<file path="src/rtl/sys_ctrl_pkg.sv">
// Shared constants and state encoding for the system command controller.
// The burst states are only reachable when SYS_CTRL_BURST_EN is defined.
package sys_ctrl_pkg;

    localparam logic [7:0] CMD_WR      = 8'hAA;
    localparam logic [7:0] CMD_RD      = 8'hBB;
    localparam logic [7:0] CMD_ALU_OP  = 8'hCC;
    localparam logic [7:0] CMD_ALU_NOP = 8'hDD;
    localparam logic [7:0] CMD_BURST   = 8'hEE;

    localparam int unsigned OPA_ADDR = 0;
    localparam int unsigned OPB_ADDR = 1;

    typedef enum logic [3:0] {
        S_IDLE,
        S_WR_ADDR,
        S_WR_DATA,
        S_RD_ADDR,
        S_RD_WAIT,
        S_ALU_A,
        S_ALU_B,
        S_ALU_FUN,
        S_ALU_WAIT,
        S_PUSH,
        S_BST_ADDR,
        S_BST_CNT,
        S_BST_DATA
    } state_e;

endpackage

</file>
<file path="src/rtl/sys_ctrl_tx_ser.sv">
// Response serializer: shifts a loaded result out one frame per non-full
// cycle, least significant frame first, into the TX FIFO.
module sys_ctrl_tx_ser #(
    parameter int unsigned Data_width    = 8,
    parameter int unsigned ALU_OUT_width = 16,
    parameter int unsigned CNT_W         = 2
) (
    input  logic                     clk,
    input  logic                     rst_n,
    input  logic                     load,
    input  logic [ALU_OUT_width-1:0] load_data,
    input  logic [CNT_W-1:0]         load_cnt,
    input  logic                     fifo_full,
    output logic [Data_width-1:0]    tx_p_data,
    output logic                     tx_d_vld,
    output logic                     last
);

    logic [ALU_OUT_width-1:0] shreg_q, shreg_d;
    logic [CNT_W-1:0]         cnt_q, cnt_d;
    logic [Data_width-1:0]    tx_data_q, tx_data_d;
    logic                     tx_vld_q, tx_vld_d;

    always_comb begin
        shreg_d   = shreg_q;
        cnt_d     = cnt_q;
        tx_data_d = tx_data_q;
        tx_vld_d  = 1'b0;
        if (load) begin
            shreg_d = load_data;
            cnt_d   = load_cnt;
        end else if ((cnt_q != '0) && !fifo_full) begin
            tx_vld_d  = 1'b1;
            tx_data_d = shreg_q[Data_width-1:0];
            shreg_d   = shreg_q >> Data_width;
            cnt_d     = cnt_q - CNT_W'(1);
        end
    end

    // Lets the FSM leave PUSH on the same cycle the final frame is committed.
    assign last = !load && (cnt_q == CNT_W'(1)) && !fifo_full;

    always_ff @(posedge clk or negedge rst_n) begin
        if (!rst_n) begin
            shreg_q   <= '0;
            cnt_q     <= '0;
            tx_data_q <= '0;
            tx_vld_q  <= 1'b0;
        end else begin
            shreg_q   <= shreg_d;
            cnt_q     <= cnt_d;
            tx_data_q <= tx_data_d;
            tx_vld_q  <= tx_vld_d;
        end
    end

    assign tx_p_data = tx_data_q;
    assign tx_d_vld  = tx_vld_q;

endmodule

</file>
<file path="src/rtl/sys_ctrl_gen.sv">
// Byte-stream command controller for register file, ALU and TX FIFO.
// Define SYS_CTRL_BURST_EN to build the 0xEE burst-write command.
module sys_ctrl_gen
    import sys_ctrl_pkg::*;
#(
    parameter int unsigned Data_width    = 8,
    parameter int unsigned Address_width = 4,
    parameter int unsigned ALU_OUT_width = 16,
    parameter int unsigned RESP_BYTES    = ALU_OUT_width / Data_width
) (
    input  logic                     Ref_clk,
    input  logic                     RST,
    input  logic [Data_width-1:0]    RX_P_DATA,
    input  logic                     RX_D_VLD,
    output logic                     WrEn,
    output logic                     RdEn,
    output logic [Address_width-1:0] Address,
    output logic [Data_width-1:0]    WrData,
    input  logic [Data_width-1:0]    RdData,
    input  logic                     RdData_Valid,
    output logic [3:0]               ALU_FUN,
    output logic                     ALU_EN,
    input  logic [ALU_OUT_width-1:0] ALU_OUT,
    input  logic                     OUT_Valid,
    output logic                     CLK_GATE_EN,
    output logic [Data_width-1:0]    TX_P_DATA,
    output logic                     TX_D_VLD,
    input  logic                     FIFO_FULL,
    output logic                     cmd_error
);

    localparam int unsigned CNT_W = $clog2(RESP_BYTES) + 1;

    state_e                   state_q, state_d;
    logic [Address_width-1:0] address_q, address_d;
    logic [Data_width-1:0]    wr_data_q, wr_data_d;
    logic                     wr_en_q, wr_en_d;
    logic                     rd_en_q, rd_en_d;
    logic [3:0]               alu_fun_q, alu_fun_d;
    logic                     alu_en_q, alu_en_d;
    logic                     clk_gate_q, clk_gate_d;
    logic                     cmd_err_q, cmd_err_d;

    logic                     ser_load, ser_last;
    logic [ALU_OUT_width-1:0] ser_data;
    logic [CNT_W-1:0]         ser_cnt;

`ifdef SYS_CTRL_BURST_EN
    logic [Address_width-1:0] bst_ptr_q, bst_ptr_d;
    logic [Data_width-1:0]    bst_cnt_q, bst_cnt_d;
`endif

    always_comb begin
        state_d   = state_q;
        address_d = address_q;
        wr_data_d = wr_data_q;
        wr_en_d   = 1'b0;
        rd_en_d   = 1'b0;
        alu_fun_d = alu_fun_q;
        alu_en_d  = 1'b0;
        cmd_err_d = 1'b0;
        ser_load  = 1'b0;
        ser_data  = '0;
        ser_cnt   = '0;
`ifdef SYS_CTRL_BURST_EN
        bst_ptr_d = bst_ptr_q;
        bst_cnt_d = bst_cnt_q;
`endif
        case (state_q)
            S_IDLE: if (RX_D_VLD) begin
                case (RX_P_DATA)
                    Data_width'(CMD_WR):      state_d = S_WR_ADDR;
                    Data_width'(CMD_RD):      state_d = S_RD_ADDR;
                    Data_width'(CMD_ALU_OP):  state_d = S_ALU_A;
                    Data_width'(CMD_ALU_NOP): state_d = S_ALU_FUN;
`ifdef SYS_CTRL_BURST_EN
                    Data_width'(CMD_BURST):   state_d = S_BST_ADDR;
`endif
                    default:                  cmd_err_d = 1'b1;
                endcase
            end
            S_WR_ADDR: if (RX_D_VLD) begin
                address_d = RX_P_DATA[Address_width-1:0];
                state_d   = S_WR_DATA;
            end
            S_WR_DATA: if (RX_D_VLD) begin
                wr_en_d   = 1'b1;
                wr_data_d = RX_P_DATA;
                state_d   = S_IDLE;
            end
            S_RD_ADDR: if (RX_D_VLD) begin
                address_d = RX_P_DATA[Address_width-1:0];
                rd_en_d   = 1'b1;
                state_d   = S_RD_WAIT;
            end
            S_RD_WAIT: if (RdData_Valid) begin
                ser_load = 1'b1;
                ser_data = ALU_OUT_width'(RdData);
                ser_cnt  = CNT_W'(1);
                state_d  = S_PUSH;
            end
            S_ALU_A: if (RX_D_VLD) begin
                address_d = Address_width'(OPA_ADDR);
                wr_data_d = RX_P_DATA;
                wr_en_d   = 1'b1;
                state_d   = S_ALU_B;
            end
            S_ALU_B: if (RX_D_VLD) begin
                address_d = Address_width'(OPB_ADDR);
                wr_data_d = RX_P_DATA;
                wr_en_d   = 1'b1;
                state_d   = S_ALU_FUN;
            end
            S_ALU_FUN: if (RX_D_VLD) begin
                alu_fun_d = RX_P_DATA[3:0];
                alu_en_d  = 1'b1;
                state_d   = S_ALU_WAIT;
            end
            S_ALU_WAIT: if (OUT_Valid) begin
                ser_load = 1'b1;
                ser_data = ALU_OUT;
                ser_cnt  = CNT_W'(RESP_BYTES);
                state_d  = S_PUSH;
            end
            S_PUSH: if (ser_last) state_d = S_IDLE;
`ifdef SYS_CTRL_BURST_EN
            S_BST_ADDR: if (RX_D_VLD) begin
                bst_ptr_d = RX_P_DATA[Address_width-1:0];
                state_d   = S_BST_CNT;
            end
            S_BST_CNT: if (RX_D_VLD) begin
                bst_cnt_d = RX_P_DATA;
                state_d   = (RX_P_DATA == '0) ? S_IDLE : S_BST_DATA;
            end
            // Pointer advances separately so the write uses the pre-increment address.
            S_BST_DATA: if (RX_D_VLD) begin
                wr_en_d   = 1'b1;
                wr_data_d = RX_P_DATA;
                address_d = bst_ptr_q;
                bst_ptr_d = bst_ptr_q + Address_width'(1);
                bst_cnt_d = bst_cnt_q - Data_width'(1);
                if (bst_cnt_q == Data_width'(1)) state_d = S_IDLE;
            end
`endif
            default: state_d = S_IDLE;
        endcase
        clk_gate_d = (state_d == S_ALU_FUN) || (state_d == S_ALU_WAIT);
    end

    always_ff @(posedge Ref_clk or negedge RST) begin
        if (!RST) begin
            state_q    <= S_IDLE;
            address_q  <= '0;
            wr_data_q  <= '0;
            wr_en_q    <= 1'b0;
            rd_en_q    <= 1'b0;
            alu_fun_q  <= '0;
            alu_en_q   <= 1'b0;
            clk_gate_q <= 1'b0;
            cmd_err_q  <= 1'b0;
`ifdef SYS_CTRL_BURST_EN
            bst_ptr_q  <= '0;
            bst_cnt_q  <= '0;
`endif
        end else begin
            state_q    <= state_d;
            address_q  <= address_d;
            wr_data_q  <= wr_data_d;
            wr_en_q    <= wr_en_d;
            rd_en_q    <= rd_en_d;
            alu_fun_q  <= alu_fun_d;
            alu_en_q   <= alu_en_d;
            clk_gate_q <= clk_gate_d;
            cmd_err_q  <= cmd_err_d;
`ifdef SYS_CTRL_BURST_EN
            bst_ptr_q  <= bst_ptr_d;
            bst_cnt_q  <= bst_cnt_d;
`endif
        end
    end

    sys_ctrl_tx_ser #(
        .Data_width   (Data_width),
        .ALU_OUT_width(ALU_OUT_width),
        .CNT_W        (CNT_W)
    ) u_tx_ser (
        .clk      (Ref_clk),
        .rst_n    (RST),
        .load     (ser_load),
        .load_data(ser_data),
        .load_cnt (ser_cnt),
        .fifo_full(FIFO_FULL),
        .tx_p_data(TX_P_DATA),
        .tx_d_vld (TX_D_VLD),
        .last     (ser_last)
    );

    assign WrEn        = wr_en_q;
    assign RdEn        = rd_en_q;
    assign Address     = address_q;
    assign WrData      = wr_data_q;
    assign ALU_FUN     = alu_fun_q;
    assign ALU_EN      = alu_en_q;
    assign CLK_GATE_EN = clk_gate_q;
    assign cmd_error   = cmd_err_q;

endmodule

</file>
<file path="config.mk">
export PLATFORM = sky130hd
export DESIGN_NAME = sys_ctrl_gen
export DESIGN_NICKNAME = d
export VERILOG_FILES = /design/src/rtl/sys_ctrl_pkg.sv /design/src/rtl/sys_ctrl_tx_ser.sv /design/src/rtl/sys_ctrl_gen.sv
export SDC_FILE = /design/constraint.sdc
export NUM_CORES = 1
export LEC_CHECK = 0
export BUFFER_PORTS_ARGS = -buffer_cell sky130_fd_sc_hd__buf_2
export CORE_MARGIN = 4
export CORE_UTILIZATION = 51
export DETAILED_ROUTE_END_ITERATION = 10
export PLACE_DENSITY = 0.88
export SLEW_MARGIN = 0
export SYNTH_ARGS = -nofsm -noshare
export SYNTH_HDL_FRONTEND = slang
export SYNTH_SLANG_ARGS = --single-unit
</file>
<file path="constraint.sdc">
create_clock -name Ref_clk -period 2.2 [get_ports Ref_clk]
set_input_delay 0.44 -clock Ref_clk [delete_from_list [all_inputs] [get_ports Ref_clk]]
set_output_delay 0.44 -clock Ref_clk [all_outputs]
set_load 0.03 [all_outputs]
</file>
Yosys cells after proc, flatten, opt, wreduce, memory -nomap -nowiden
Index checks and enable logic that the tools add are counted.
Widths: inputs -> output; s select.

storage, ports and cells
  latch bits = 0
  memories = 0
  memory bits (read-only) = 0
  register bits after elaboration = 52
  bits in writable memories = 0

operators by class
  reductions and logical operators = 17
  bitwise operators = 1
  mux-type cells = 38
  $add $sub $neg = 1
  eq/ne operators = 19
  order comparisons = 0
  shifts and indexed selects = 0
  multipliers = 0
  divide/modulo/power cells = 0

operators by type and width
  kind                count
  $mux 4              13
  $mux 16             3
  $pmux 4 s10         1
  $eq 8x8->1 const B  4
  $pmux 16 s2         1
  $eq 4x3->1 const B  5
  $pmux 4 s4          1
  $eq 4x4->1 const B  3
  $mux 1              12
  $pmux 4 s3          1
  $eq 4x2->1 const B  2
  $mux 8              1
  $mux 2              3
  $reduce_and 2->1    3
  $eq 4x1->1 const B  1
  $logic_not 4->1     1
  $ne 2x2->1 const B  2
  $pmux 2 s2          1
  $reduce_and 4->1    1
  $reduce_bool 2->1   2
  $reduce_or 4->1     1
  $logic_and 1x1->1   3
  $reduce_bool 3->1   1
  $reduce_or 3->1     1
  8 further kinds     9

Longest topological paths before layout
Gate-level depths: netlist (run 1).

  depth in word-level cells = 9
  gate-level depth with buffers = 8
  mapped depth without buffers = 7

Hierarchy
Synthesis (run 1) repeated with hierarchy kept, for this count alone.

second synthesis, totals
  cell total of the unflattened synthesis = 244
  area, all modules = 2,601.2 um^2

by module, submodules not included
  module           cells an instance  instances  area an instance (um^2)  seq. area each (um^2)
  sys_ctrl_gen     138                1          1,363.8                  625.6
  sys_ctrl_tx_ser  106                1          1,237.4                  675.6

Worst setup path before layout (run 1)
No wires, ideal clock.

  kind = in2reg
  start point = input port RX_P_DATA[5]
  end point = register clk_gate_q, in the netlist CLK_GATE_EN
  buffers on the path = 0
  slack = 0.472 ns
  arrival = 1.602 ns
  data required time = 2.075 ns
  cell stages on the path = 5
  cells stage by stage = and4bb_1 o2111ai_2 a21boi_1 or3_4 mux2_4

between the ends
  longest elaborated chain between the ends = 6
  elaborated cells on any way between the ends = 10
  classes of those cells = eq/ne: 6; mux: 3; reduce/logical: 1

RTL lines
  element                                   line                 RTL
  start, declared                           sys_ctrl_gen.sv:13   input logic [Data_width-1:0] RX_P_DATA,
  $eq 8x8->1                                sys_ctrl_gen.sv:71   case (RX_P_DATA)
  $pmux 4 s4 *                              sys_ctrl_gen.sv:71
  $mux 4 *                                  sys_ctrl_gen.sv:70   S_IDLE: if (RX_D_VLD) begin
  $pmux 4 s10 *                             sys_ctrl_gen.sv:69   case (state_q)
  via state_d[0]                            sys_ctrl_gen.sv:34   state_e state_q, state_d;
  $eq 4x3->1 or $eq 4x4->1 (tied branches)  sys_ctrl_gen.sv:147  clk_gate_d = (state_d == S_ALU_FUN) || (state_d == S_ALU_WAIT);
  $logic_or 1x1->1 *                        sys_ctrl_gen.sv:147
  via clk_gate_d                            sys_ctrl_gen.sv:41   logic clk_gate_q, clk_gate_d;
  end signal, assigned                      sys_ctrl_gen.sv:173  clk_gate_q <= clk_gate_d;
  end, declared                             sys_ctrl_gen.sv:41

Mark *: on every way through the listed nets, which the timed path passes. The rest lies on a longest branch.
A chain may end at the register's enable or synchronous reset.

Final worst setup path (run 1)
  start point = register state_q[2]
  end point = register u_tx_ser.shreg_q[2]

between the ends
  longest elaborated chain between the ends = 3
  elaborated cells on any way between the ends = 6
  classes of those cells = eq/ne: 2; mux: 3; reduce/logical: 1

RTL lines
  element                                       line                   RTL
  start, declared                               sys_ctrl_gen.sv:34
  start signal, assigned                        sys_ctrl_gen.sv:166    state_q <= state_d;
  $eq 4x4->1 or $eq 4x3->1 (tied branches)      sys_ctrl_gen.sv:69
  $pmux 16 s2 or $pmux 1 s2 (tied branches)     sys_ctrl_gen.sv:69
  $mux 16 or $reduce_bool 2->1 (tied branches)  -
  end signal, assigned                          sys_ctrl_tx_ser.sv:50  shreg_q <= shreg_d;
  end, declared                                 sys_ctrl_tx_ser.sv:19  logic [ALU_OUT_width-1:0] shreg_q, shreg_d;

Parallel ways exist; a longest one is shown, timed or not.

==> impl_metrics.toml, run 1 <==
[run_status]
status = "complete, no violations"

[floorplan]
die_w_um = 75.9
row_count = 24
die_height_um = 75.9
io_pins = 68
die-area_mm2 = 0.00576
start_util = 0.533
core-area_mm2 = 0.00441

[detailed_routing]
drt.antenna.violating_nets = 0
drt-total-wl_mm = 5.20
dr.first_iter.drc_count = 144
via_count = 1813
routedWlPerCell_um = 15.7
detail_route.first_pass.iterations = 4
drc_errors = 0
viasPerCell = 5.46

[clock_network]
cts_buffers = 5
clock_path_buffers = 2
clkTransAtPathRegs_ns = 0.09
cts.hold.buffers_added = 0
htree_levels = 2
cts-resized-gates = 0
clock_latency_ns = 0.31
cts_setup_buffers = 0
clock_sinks = 52
clock_tree.root_cell = "clkbuf_8"
cts_tree = "built"

[synth]
netlist_instances = 207
syn-cell-area_mm2 = 0.00235
ys.flop_type = "dfrtp_1"
synth_edf_count = 0
synthMuxAreaShare = 0.0926
ys_seq_area_frac = 0.553
synth_seq_cells = 52
synth_xor_area_frac = 0.0112
synth-async-reset-ratio = 1.00
synth-compound-area-share = 0.158
yosys.area_share.adder = 0.0106
synth_top_family_by_area = "compound AO/OA/AOI/OAI gates"
yosysUniqueCellTypes = 40
synth.avg_cell_area_um2 = 11.4
synthSimpleGateAreaFrac = 0.146
syn-num-nets = 247
yosysWarningCount = 0

[timing]
final_max_slew_viol_count = 0
period_minus_slack_ns = 1.88
max_clock_freq_mhz = 533
slew_headroom = 0.537
fin_setup_tns_ns = 0
rsz0062_at_grt = "no"
setup_violations = 0
hold_violations = 0
worst_pin_slew_ns = 0.693
finClkSkew_ns = 0.00918
post-route-period-util = 0.853

[global_routing]
grt_usage = 0.189
met2_usage = 0.292
grt_max_degree = 53
use_met1 = 0.260
grt.busiest_layer = "met2"
use_met3 = 0.0449
grt_overflow = 0
grt_pass1_vias = 1668
grt_pass1_wl_mm = 8.16
antenna_found_initial = 0

[critical_path]
worstPathRequired_ns = 2.37
timing.rr.start = "state_q[2]$_DFF_PN0_"
worstSetupStartpoint = "state_q[2]$_DFF_PN0_"
critPathArrivalTime_ns = 2.05
cp_max_fo = 13
endpoint_kind = "flop"
start_kind = "flop"
path_class = "flop to flop"

[final_layout]
multi_input_area_um2 = 985
fin_nets = 319
final_util = 0.649
antenna_cells = 0
area_delta_synth_final_pct = 21.8
layout-drive-gt1-share = 0.386
fillers = 330
area.sequential_mm2 = 0.00130

[place]
dp_hpwl_mm = 3.88
portBuffers = 67
place_congestion = 0.926

[power_and_ir_drop]
peakVddDrop_uv = 748
power_density_mw_per_mm2 = 1280
power.leakage_uw = 0.00147

[hold_path]
hold_path_class = "primary input to async pin"

[job]
max_cap_viol_count = 0
==> area by class of cell <==
| type | instances | share of cell area |
|---|---|---|
| repair buffers | 73 | 0.137 |
| multi-input cells | 140 | 0.344 |
| inverters | 7 | 0.00917 |
| well taps | 52 | 0.0227 |
| flip-flops and latches | 52 | 0.454 |
| clock inverters | 1 | 0.00262 |
| clock buffers | 7 | 0.0301 |
==> sequential cells by signal, indices dropped and copies added (netlist names) <==
signal	count
ALU_FUN	4
ALU_EN	1
CLK_GATE_EN	1
u_tx_ser.cnt_q	2
WrData	8
WrEn	1
state_q	4
u_tx_ser.tx_p_data	8
Address	4
cmd_error	1
u_tx_ser.shreg_q	16
RdEn	1
u_tx_ser.tx_d_vld	1
==> cell usage after synthesis (2+ instances only) <==
cell | number | area (µm²)
dfrtp_1 | 52 | 1300
nand2_1 | 23 | 86.3
mux2_2 | 18 | 203
a21oi_1 | 14 | 70.1
nor2_1 | 11 | 41.3
a22o_1 | 8 | 70.1
nand2b_1 | 8 | 50.1
buf_2 | 7 | 35.0
inv_1 | 7 | 26.3
o21ai_0 | 7 | 35.0
a221o_1 | 6 | 60.1
nor2b_1 | 4 | 25.0
nor3_1 | 3 | 15.0
o22ai_1 | 3 | 18.8
or2_2 | 3 | 18.8
xnor2_1 | 3 | 26.3
a221oi_1 | 2 | 17.5
and4bb_1 | 2 | 25.0
ha_1 | 2 | 25.0
nand3b_1 | 2 | 15.0
o211ai_1 | 2 | 15.0
o21a_1 | 2 | 15.0
==> stage by stage <==
stage / std cells / worst slack (ns) / hold slack (ns) / instance area [µm²] / total power [µW]
detailed placement: 324 / 0.269 / 0.451 / 2770 / 3120
floorplan: 207 / 0.472 / 0.144 / 2350 / 2640
global route: 332 / 0.152 / 0.129 / 2860 / 3870
CTS: 332 / 0.344 / 0.122 / 2860 / 3660
global placement: 324 / 0.302 / 0.446 / 2770 / 3050
finish: 332 / 0.323 / 0.108 / 2860 / 3650
==> metal layers <==
metal  vias to the layer above  wire length (µm)
met1                       873              2320
met2                        50              2500
li1                        881                 -
met5                         -                 0
met4                         0               104
met3                         9               273
==> power breakdown <==
group          switching [µW]  leakage, µW  internal (µW)  total [µW]
registers                 188     0.000687           1300        1490
clock network             299    0.0000445            256         555
logic                     992     0.000737            617        1610
==> kinds of logic (layout without fill, tap and decap cells) <==
logic type | after synthesis | count (layout)
flops | 52 | 52
compound gates | 51 | 51
xor+xnor | 3 | 3
buf+inv | 15 | 88
fa+ha+maj | 2 | 2
simple gates | 65 | 65
mux | 19 | 19
==> critical path, cell delays in order, from the launching register on <==
cell and delay (ns):
dfrtp_1 0.58, nand3b_1 0.20, a21oi_1 0.09, buf_4 0.17, nor2_1 0.55, a21oi_1 0.15
==> cells in the final DEF, fill, tap and decap left out, drive strengths merged, types with 4 or more instances in the layout <==
| cell | n |
|---|---|
| a21oi | 15 |
| a221o | 6 |
| a22o | 8 |
| buf | 73 |
| clkbuf | 7 |
| dfrtp | 52 |
| inv | 7 |
| mux2 | 19 |
| nand2 | 23 |
| nand2b | 8 |
| nor2 | 11 |
| nor2b | 4 |
| o21ai | 7 |
==> path summary, 6_finish.rpt <==
path	endpoint	slack (ns)	cells past startpoint
min in group Ref_clk	u_tx_ser.shreg_q[11]$_DFFE_PN0P_	0.35	2
max	u_tx_ser.shreg_q[2]$_DFFE_PN0P_	0.32	5
max reg2reg	u_tx_ser.shreg_q[2]$_DFFE_PN0P_	0.32	5
max in group asynchronous	u_tx_ser.tx_p_data[5]$_DFFE_PN0P_	1.87	2
min reg2reg	Address[3]$_DFFE_PN0P_	0.50	2
min	u_tx_ser.shreg_q[12]$_DFFE_PN0P_	0.11	2
Note: power is estimated with default switching activity, not from simulation.
==> inputs of run 2 (changes only) <==
--- a/config.mk
+++ b/config.mk
@@ -5,11 +5,14 @@
 export SDC_FILE = /design/constraint.sdc
 export NUM_CORES = 1
 export LEC_CHECK = 0
-export BUFFER_PORTS_ARGS = -buffer_cell sky130_fd_sc_hd__buf_2
+export ABC_CLOCK_PERIOD_IN_PS = 2200
+export CELL_PAD_IN_SITES_DETAIL_PLACEMENT = 0
+export CELL_PAD_IN_SITES_GLOBAL_PLACEMENT = 2
 export CORE_MARGIN = 4
-export CORE_UTILIZATION = 51
+export CORE_UTILIZATION = 39
 export DETAILED_ROUTE_END_ITERATION = 10
-export PLACE_DENSITY = 0.88
+export DONT_BUFFER_PORTS = 1
+export PLACE_DENSITY = 0.87
 export SLEW_MARGIN = 0
 export SYNTH_ARGS = -nofsm -noshare
 export SYNTH_HDL_FRONTEND = slang
==> run 2 against run 1 <==
Against the previous run: total power is 6.6% lower; sequential power rose by 30%; cell count shrank 12%; final area fell by 9.3%; maximum frequency is 0.71% higher; register-to-register slack about the same; clock power fell by 4.5%; global-route usage fell by 4.3 points.
==> impl_metrics.toml, run 2 (synthesized netlist as in run 1, its figures left out) <==
[critical_path]
endpoint_kind = "flop"
timing.rr.start = "state_q[0]$_DFF_PN0_"
start_kind = "flop"
reg2regPathDepth = 5
worstPathRequired_ns = 2.39
critPathArrivalTime_ns = 2.05
reg2reg_setup_slack_ns = 0.34
reg2reg_to = "WrData[7]$_DFFE_PN0P_"
path_class = "flop to flop"
cp_max_fo = 9

[clock_network]
clkTransAtPathRegs_ns = 0.10
clock_path_buffers = 2
clock_latency_ns = 0.30
htree_levels = 2
cts_buffers = 5
cts_setup_buffers = 0
clock_sinks = 52
clock_tree.root_cell = "clkbuf_8"
cts_tree = "built"

[floorplan]
core-area_mm2 = 0.00589
io_pins = 68
start_util = 0.399
die_w_um = 85.6
row_count = 28
die_height_um = 85.6
die-area_mm2 = 0.00733

[global_routing]
grt_pass1_wl_mm = 8.46
antenna_found_initial = 0
grt_pass1_vias = 1583
grt_overflow = 0
grt_usage = 0.146
grt_max_degree = 53

[timing]
fin_setup_tns_ns = 0
max_clock_freq_mhz = 537
hold_violations = 0
finClkSkew_ns = 0.00791
post-route-period-util = 0.847
worst_pin_slew_ns = 0.726
period_minus_slack_ns = 1.86
final_max_slew_viol_count = 0
rsz0062_at_grt = "no"
setup_violations = 0
slew_headroom = 0.514

[hold_path]
min_delay_path_depth = 1
min_to = "u_tx_ser.shreg_q[14]$_DFFE_PN0P_"
min_from = "ALU_OUT[14]"
hold_path_class = "primary input to flop"

[final_layout]
fin_nets = 257
multi_input_area_um2 = 985
largest_reg_flops = 16
final_cell_mix = "dfrtp_1 (52), nand2_1 (23), mux2_2 (18), a21oi_1 (14), nor2_1 (11)"
layout-drive-gt1-share = 0.207
antenna_cells = 0
fillers = 584
top_register = "u_tx_ser.shreg_q"
final_common_cell = "dfrtp_1"
area_delta_synth_final_pct = 10.4
area.sequential_mm2 = 0.00130

[place]
dp_hpwl_mm = 3.84
place_congestion = 0.791
portBuffers = 0

[run_status]
status = "complete, no violations"

[detailed_routing]
viasPerCell = 5.39
drt-total-wl_mm = 5.24
dr.first_iter.drc_count = 130
drt.antenna.violating_nets = 0
routedWlPerCell_um = 17.9
detail_route.first_pass.iterations = 4
drc_errors = 0
via_count = 1575

[power_and_ir_drop]
peakVddDrop_uv = 766
total_power_uw = 3410
power.leakage_uw = 0.00120
power_density_mw_per_mm2 = 1310

[job]
max_cap_viol_count = 0
[run 2: worst max-delay path by stage]
stage | start | to | slack [ns]
final | state_q[0]$_DFF_PN0_ | WrData[7]$_DFFE_PN0P_ | 0.34
after global routing | state_q[0]$_DFF_PN0_ | WrData[2]$_DFFE_PN0P_ | 0.19
after CTS | state_q[0]$_DFF_PN0_ | WrData[0]$_DFFE_PN0P_ | 0.34
after detailed placement | state_q[0]$_DFF_PN0_ | WrData[2]$_DFFE_PN0P_ | 0.35
after global placement | state_q[0]$_DFF_PN0_ | WrData[4]$_DFFE_PN0P_ | 0.33
after floorplan | RX_P_DATA[5] | CLK_GATE_EN$_DFF_PN0_ | 0.47
[run 2: through the flow]
step | hold WS (ns) | area (µm²) | setup slack (ns) | util | cells
floorplan | 0.144 | 2350 | 0.472 | - | 207
CTS | 0.260 | 2600 | 0.342 | 0.441 | 292
detailed placement | 0.145 | 2470 | 0.348 | 0.420 | 283
global placement | 0.145 | 2470 | 0.329 | 0.420 | 283
finish | 0.272 | 2600 | 0.337 | 0.441 | 292
global route | 0.246 | 2600 | 0.194 | 0.441 | 292
[run 2: power breakdown]
part,total (µW),switching [µW],internal [µW]
logic,955,481,474
registers,1930,631,1300
clock network,530,308,222
[run 2: cell type report]
class	count	share of cell area
clock inverter	2	0.00627
inverter	7	0.0101
multi-input combinational	140	0.379
clock buffer	5	0.0265
timing repair buffer	11	0.0405
tap	75	0.0361
sequential	52	0.501
[run 2: timing repair]
action | in CTS | in global routing
hold endpoints to repair | 52 | 0
hold buffers | 2 | 0
resized for setup | 0 | 0
[run 2: per-layer routing]
layer / vias to the layer above / wire [µm] / track usage
met2: 41 / 2480 / 0.223
met3: 2 / 350 / 0.0461
met5: - / 0 / 0
met1: 779 / 2380 / 0.200
met4: 0 / 38 / 0.0417
li1: 753 / - / -
[run 2: worst max-delay path: stages, from the launching register on]
cell     delay, ns
dfrtp_1       0.40
buf_4         0.18
nor2b_1       0.23
nand2_1       0.10
a21oi_2       0.44
mux2_2        0.40
